--- config.mk ---
export PLATFORM = sky130hd
export DESIGN_NAME = spi_master
export DESIGN_NICKNAME = d
export VERILOG_FILES = /design/src/rtl/spi_pkg.sv /design/src/rtl/spi_clk_gen.sv /design/src/rtl/spi_master.sv
export SDC_FILE = /design/constraint.sdc
export NUM_CORES = 1
export LEC_CHECK = 0
export ABC_CLOCK_PERIOD_IN_PS = 1900
export CORE_MARGIN = 4
export CORE_UTILIZATION = 44
export CTS_CLUSTER_DIAMETER = 60
export DETAILED_ROUTE_END_ITERATION = 12
export PLACE_DENSITY = 0.8
export SLEW_MARGIN = 20
export SYNTH_ARGS = -nofsm -noshare
export SYNTH_HDL_FRONTEND = slang
export SYNTH_SLANG_ARGS = --single-unit
export TNS_END_PERCENT = 5
--- constraint.sdc ---
create_clock -name clk -period 1.9 [get_ports clk]
set_clock_uncertainty 0.1 [all_clocks]
set_input_delay 0.285 -clock clk [delete_from_list [all_inputs] [get_ports clk]]
set_output_delay 0.285 -clock clk [all_outputs]
set_load 0.02 [all_outputs]
--- src/rtl/spi_pkg.sv ---
// Shared SPI master definitions: mode and slave-select codes plus mode field helpers.
package spi_pkg;

  localparam logic [1:0] SPI_MODE0 = 2'd0;
  localparam logic [1:0] SPI_MODE1 = 2'd1;
  localparam logic [1:0] SPI_MODE2 = 2'd2;
  localparam logic [1:0] SPI_MODE3 = 2'd3;

  typedef enum logic [1:0] {
    SEL_NONE = 2'b00,
    SEL_I    = 2'b01,
    SEL_II   = 2'b10,
    SEL_III  = 2'b11
  } spi_sel_e;

  function automatic logic cpol(input logic [1:0] mode);
    return mode[1];
  endfunction

  function automatic logic cpha(input logic [1:0] mode);
    return mode[0];
  endfunction

endpackage

--- src/rtl/spi_clk_gen.sv ---
// SPI serial clock generator: toggles sclk on every running cycle and strobes
// the leading, trailing and final edge of each bit period.
module spi_clk_gen #(
  parameter int DATA_W = 8
) (
  input  logic clk,
  input  logic reset,
  input  logic load_i,
  input  logic cpol_i,
  input  logic run_i,
  output logic sclk_o,
  output logic lead_edge_o,
  output logic trail_edge_o,
  output logic last_edge_o
);

  localparam int CNT_W = $clog2(2 * DATA_W);
  localparam logic [CNT_W-1:0] LAST_CNT = CNT_W'(2 * DATA_W - 1);

  logic             sclk_q, sclk_d;
  logic [CNT_W-1:0] cnt_q, cnt_d;

  always_ff @(posedge clk or negedge reset) begin
    if (!reset) begin
      sclk_q <= 1'b0;
      cnt_q  <= {CNT_W{1'b0}};
    end else begin
      sclk_q <= sclk_d;
      cnt_q  <= cnt_d;
    end
  end

  // A load re-homes sclk to the new idle polarity and restarts the edge count.
  always_comb begin
    sclk_d = sclk_q;
    cnt_d  = cnt_q;
    if (load_i) begin
      sclk_d = cpol_i;
      cnt_d  = {CNT_W{1'b0}};
    end else if (run_i) begin
      sclk_d = ~sclk_q;
      cnt_d  = cnt_q + {{(CNT_W-1){1'b0}}, 1'b1};
    end else begin
      sclk_d = sclk_q;
      cnt_d  = cnt_q;
    end
  end

  assign sclk_o       = sclk_q;
  assign lead_edge_o  = run_i & ~cnt_q[0];
  assign trail_edge_o = run_i & cnt_q[0];
  assign last_edge_o  = run_i & (cnt_q == LAST_CNT);

endmodule

--- src/rtl/spi_master.sv ---
// SPI master: parallel-loads a byte and exchanges it MSB-first with one of
// three slaves in any of the four SPI modes.
module spi_master
  import spi_pkg::*;
#(
  parameter int DATA_W = 8
) (
  input  logic              clk,
  input  logic              reset,
  input  logic              load,
  input  logic [1:0]        Mode,
  input  logic              MISO,
  input  logic [1:0]        Select,
  input  logic              enable,
  input  logic [DATA_W-1:0] inload,
  output logic              sclk,
  output logic [1:0]        Slave_mode,
  output logic              Done,
  output logic              MOSI,
  output logic              Slave_I,
  output logic              Slave_II,
  output logic              Slave_III,
  output logic [DATA_W-1:0] Master_SR
);

  logic [DATA_W-1:0] sr_q, sr_d;
  logic              mosi_q, mosi_d;
  logic              done_q, done_d;
  logic [1:0]        mode_q, mode_d;
  logic              busy_q, busy_d;

  logic run_s, lead_edge_s, trail_edge_s, last_edge_s, active_s;

  assign run_s = enable & ~done_q & ~load;

  spi_clk_gen #(.DATA_W(DATA_W)) u_clk_gen (
    .clk          (clk),
    .reset        (reset),
    .load_i       (load),
    .cpol_i       (cpol(Mode)),
    .run_i        (run_s),
    .sclk_o       (sclk),
    .lead_edge_o  (lead_edge_s),
    .trail_edge_o (trail_edge_s),
    .last_edge_o  (last_edge_s)
  );

  always_ff @(posedge clk or negedge reset) begin
    if (!reset) begin
      sr_q   <= {DATA_W{1'b0}};
      mosi_q <= 1'b0;
      done_q <= 1'b0;
      mode_q <= SPI_MODE0;
      busy_q <= 1'b0;
    end else begin
      sr_q   <= sr_d;
      mosi_q <= mosi_d;
      done_q <= done_d;
      mode_q <= mode_d;
      busy_q <= busy_d;
    end
  end

  // CPHA=0 samples on the leading edge; CPHA=1 drives on leading, samples on trailing.
  always_comb begin
    sr_d   = sr_q;
    mosi_d = mosi_q;
    done_d = done_q;
    mode_d = mode_q;
    busy_d = busy_q;
    if (load) begin
      sr_d   = inload;
      mode_d = Mode;
      done_d = 1'b0;
      busy_d = 1'b1;
      if (cpha(Mode)) mosi_d = 1'b0;
      else            mosi_d = mosi_q;
    end else begin
      if (last_edge_s) begin
        done_d = 1'b1;
        busy_d = 1'b0;
      end else begin
        done_d = done_q;
        busy_d = busy_q;
      end
      if (cpha(mode_q)) begin
        if (lead_edge_s)  mosi_d = sr_q[DATA_W-1];
        else              mosi_d = mosi_q;
        if (trail_edge_s) sr_d = {sr_q[DATA_W-2:0], MISO};
        else              sr_d = sr_q;
      end else begin
        mosi_d = mosi_q;
        if (lead_edge_s)  sr_d = {sr_q[DATA_W-2:0], MISO};
        else              sr_d = sr_q;
      end
    end
  end

  // Chip selects stay high from reset until a load arms a transfer.
  assign active_s  = busy_q & enable & ~done_q;
  assign Slave_I   = ~(active_s & (Select == SEL_I));
  assign Slave_II  = ~(active_s & (Select == SEL_II));
  assign Slave_III = ~(active_s & (Select == SEL_III));

  assign MOSI       = cpha(mode_q) ? mosi_q : sr_q[DATA_W-1];
  assign Slave_mode = mode_q;
  assign Done       = done_q;
  assign Master_SR  = sr_q;

endmodule

* After elaboration in Yosys (flattened, before gate mapping)
Cells that the tools add are included.
Word-level totals: word-level logic and storage cells 55, output and inout bits 16, input port bits 17, flip-flop bits (word level) 18
Cells by class: add/sub/neg operators 1, muxes and demuxes 17, bitwise gates (word level) 17, reductions and logical operators 7, equality and inequality tests 6
Operators by type and width (count):
- $mux 8 | 4
- $mux 1 | 11
- $and 1x1->1 | 10
- $mux 4 | 2
- $reduce_bool 2->1 | 4
- $not 1->1 | 7
- $add 4x1->4 const B | 1
- $eq 2x2->1 const B | 2
- $eq 4x4->1 const B | 1
- $ne 3x2->1 const B | 1
- $reduce_and 3->1 | 1
- $reduce_bool 3->1 | 1
- $eq 2x1->1 const B | 1
- $ne 2x1->1 const B | 1
- $reduce_and 2->1 | 1

* Logic depth before layout (Yosys ltp)
depth in word-level cells 7, mapped depth 4, gate-level depth less buffers 4

* Cells and area by module
Synthesis repeated with hierarchy kept, for this count alone.
Unflattened totals: cell total of the unflattened synthesis 73, area total of the unflattened synthesis 939.7 sq um
Modules (own cells, without submodules):
- spi_master | area an instance 654.4 sq um, seq. area each 325.3 sq um, instances 1, cells each 49
- spi_clk_gen | area an instance 285.3 sq um, seq. area each 125.1 sq um, instances 1, cells each 24

* Least setup slack after synthesis
Ideal clock, no wire load.
path kind reg2out, from register done_q (netlist: Done), to output port Slave_I, data arrival time 1.068 ns, data required time 1.515 ns, setup slack 0.447 ns, stages on the path, launching flop included 4, path buffers 1, cells stage by stage dfrtp_1 -> nor2b_2 -> buf_4 -> nand4b_1
On the way: word-level cells in the longest chain between the ends 4
Ends and longest elaborated chain:
- start: declaration | RTL line spi_master.sv:28 | logic done_q, done_d;
- start signal: assignment | RTL line spi_master.sv:58 | done_q <= done_d;
- $not 1->1 | RTL line spi_master.sv:100 | assign active_s = busy_q & enable & ~done_q;
- $and 1x1->1 | RTL line spi_master.sv:100
- $and 1x1->1 | RTL line spi_master.sv:101 | assign Slave_I = ~(active_s & (Select == SEL_I));
- $not 1->1 | RTL line spi_master.sv:101
- end: declaration | RTL line spi_master.sv:20 | output logic Slave_I,
No other way between the ends.

* Worst setup path after layout
from input port enable, to output port Slave_I
On the way: word-level cells in the longest chain between the ends 4
Ends and longest elaborated chain:
- start: declaration | RTL line spi_master.sv:14 | input logic enable,
- $and 1x1->1 (2 in series) | RTL line spi_master.sv:100
- $and 1x1->1 | RTL line spi_master.sv:101
- $not 1->1 | RTL line spi_master.sv:101
No other way between the ends.

==> results.py <==
metrics = {
    "yosys": {
        "ys_seq_area_share_pct": 46.9,
        "synth_cells": 90,
        "yosysWarnings": 0,
        "synth_nets": 108,
        "ys_ff_latch": 18,
        "syn_area_per_cell_sq_um": 10.7,
        "yosysUniqueCellTypes": 32,
        "netlist_area_sq_um": 960,
    },
    "outcome": {
        "status": "complete, no violations",
    },
    "clock_network": {
        "postCtsSetupBuffers": 0,
        "cts_root_buffer": "clkbuf_4",
        "cts_tree": "built",
        "clockBufferDepth": 2,
        "cts.clk_slew.worst_paths_ns": 0.11,
        "insertion_delay_ns": 0.30,
        "cts_max_level": 1,
        "cts.sinks": 18,
        "cts_buffers": 3,
    },
    "worst_setup_path": {
        "critPathTopFamily": "buffers and inverters",
        "critical_path_required_ns": 1.51,
        "crit_end": "Slave_I",
        "slowest_delay_ns": 0.47,
        "path_cells": "clkdlybuf4s50_1, nor2b_2, nand4b_1, dlygate4sd2_1",
        "critPathKind": "input port to output port",
        "startpoint_type": "input port",
        "critPathArrivalTime_ns": 1.41,
        "cp_max_fo": 4,
        "crit_cells": 4,
        "critPathSlowestCell": "clkdlybuf4s50_1",
        "reg2reg_slack_ns": 0.20,
        "r2r-end": "Master_SR[0]",
        "endpoint_kind": "output port",
        "cp-startpoint": "enable",
        "path_buf_inv": 2,
        "rr_worst_depth": 3,
        "rr_startpoint": "u_clk_gen.cnt_q[0]",
    },
    "place": {
        "io_buffers": 32,
        "place.gp.congestion": 0.832,
        "place_hpwl_um": 1530,
    },
    "routing": {
        "vias": 824,
        "antenna_left": 0,
        "vias_per_cell": 5.42,
        "drc": 0,
        "drt-initial-drc-count": 9,
        "drtPass1Iterations": 4,
        "wl_per_cell_um": 13.9,
        "drt-total-wl_um": 2120,
    },
    "finish": {
        "area_delta_synth_final_pct": 41.2,
        "drive_above_1_share_pct": 16.0,
        "final_core_util_pct": 67.0,
        "multi_input_area_sq_um": 468,
        "seq_area_sq_um": 452,
        "layout.nets": 144,
        "num_antenna_cells": 0,
        "fillers": 169,
    },
    "global_route": {
        "antenna_found_initial": 0,
        "grt_usage_pct": 16.6,
        "grt_pass1_wl_um": 3530,
        "grt_max_degree": 26,
        "grt_pass1_vias": 814,
        "gr-total-overflow": 0,
    },
    "floorplan": {
        "std_cell_rows": 16,
        "die_y_um": 54.7,
        "core-area_sq_um": 2020,
        "die_w_um": 54.7,
        "io_pins": 33,
        "initial_core_util_pct": 47.5,
        "die_area_sq_um": 2990,
    },
    "timing": {
        "whs_ns": 0.207,
        "finalHoldViolCount": 0,
        "period_share_pct": 94.4,
        "rsz0062_at_grt": "false",
        "maxSlewHeadroom_pct": 60.8,
        "fmax_mhz": 558,
        "setup_viol": 0,
        "worst_pin_slew_ns": 0.586,
        "slew_violations": 0,
        "fin_crit_ns": 1.79,
    },
    "pwr": {
        "leakage_uw": 0.000565,
        "peakVddDrop_v": 0.000440,
        "pwr_density_cell_nw_per_um2": 727,
    },
    "hold_path": {
        "hold_path_class": "input port to asynchronous set/reset pin",
    },
    "flow_run": {
        "cap_violations": 0,
    },
}
## worst min path at each step
stage                          to  cells past startpoint
6_report                   busy_q                      2
5_1_grt        u_clk_gen.cnt_q[0]                      2
4_1_cts        u_clk_gen.cnt_q[0]                      2
3_5_place_dp        Slave_mode[1]                      2
3_3_place_gp               busy_q                      1
2_1_floorplan                Done                      0
## through the flow
step / cell area [sq um] / setup TNS [ns] / std cells / worst slack, ns / total power, uW
2_1_floorplan: 960 / 0 / 90 / 0.447 / 624
3_3_place_gp: 1320 / -0.247 / 148 / -0.0840 / 754
3_5_place_dp: 1320 / -0.305 / 148 / -0.108 / 764
4_1_cts: 1360 / 0 / 152 / 0.107 / 997
5_1_grt: 1360 / 0 / 152 / 0.0542 / 1040
6_report: 1360 / 0 / 152 / 0.107 / 986
## registers in the layout, indices dropped and copies added, names as in the netlist
signal	flops
u_clk_gen.sclk_o	1
mosi_q	1
busy_q	1
Slave_mode	2
Done	1
u_clk_gen.cnt_q	4
Master_SR	8
## power by group
part / internal, uW / switching (uW) / leakage (uW)
registers: 419 / 32.6 / 0.000216
logic: 160 / 137 / 0.000328
clock network: 117 / 119 / 0.0000210
total: 697 / 289 / 0.000565
## metal layers
layer	track usage, %	wire (um)	up-vias
met5	0	0	-
met4	8.71	41	0
met3	1.63	83	4
met2	28.5	1080	20
met1	20.2	914	403
li1	-	-	397
## cell usage after synthesis
cell / instances / share of area [%]
buf_4: 1 / 0.78
a21o_1: 1 / 0.78
a21boi_0: 6 / 4.7
xnor2_2: 1 / 1.7
mux2_2: 2 / 2.3
buf_2: 2 / 1.0
and3_2: 6 / 4.7
or3_1: 1 / 0.65
nand2_1: 4 / 1.6
o22ai_1: 1 / 0.65
nand2b_1: 7 / 4.6
inv_1: 2 / 0.78
o31a_1: 6 / 5.5
a21oi_1: 2 / 1.0
dfrtp_1: 18 / 47
a41oi_1: 1 / 0.91
a31oi_1: 2 / 1.3
xnor2_1: 2 / 1.8
nor2_1: 5 / 2.0
nand4_1: 2 / 1.3
ha_1: 1 / 1.3
and4bb_2: 1 / 1.3
o21ai_0: 3 / 1.6
nand3_1: 3 / 1.6
a21bo_1: 2 / 2.1
nand4b_1: 2 / 1.8
mux2i_1: 1 / 1.0
nor2b_2: 1 / 0.91
nand3b_1: 1 / 0.78
buf_6: 1 / 1.2
clkbuf_2: 1 / 0.52
xor2_1: 1 / 0.91
## placed cells by master, fill, tap and decap left out, types with 3 or more instances in the layout
cell type        instances
o31a_1                   6
dfrtp_1                 17
clkbuf_4                 3
o21ai_0                  3
nand3_1                  3
nand2b_1                 7
and3_2                   6
clkdlybuf4s50_1         28
buf_4                    3
a21boi_0                 6
nor2_1                   5
dlygate4sd2_1            4
nand2_1                  4
## area by class of cell
cell class / instances / area share (%)
Timing Repair Buffer: 36 / 26.4
Sequential cell: 18 / 33.3
Inverter: 2 / 0.554
Clock buffer: 4 / 2.68
Tap cell: 27 / 2.49
Multi-Input combinational cell: 65 / 34.5
## cell families after synthesis
logic type / count (synthesis) / synth area share [%]
simple gates: 33 / 21.1
compound gates: 24 / 18.5
mux: 3 / 3.39
xor+xnor: 4 / 4.43
fa+ha+maj: 1 / 1.30
flops: 18 / 46.9
buf+inv: 7 / 4.30
## what timing repair did
action | in CTS | in global routing
setup endpoints to repair | 4 | 0
endpoints found under the hold margin | 0 | 0
resized for setup | 5 | 0
hold buffers | 0 | 0
Power figures use the tool's default switching activity.
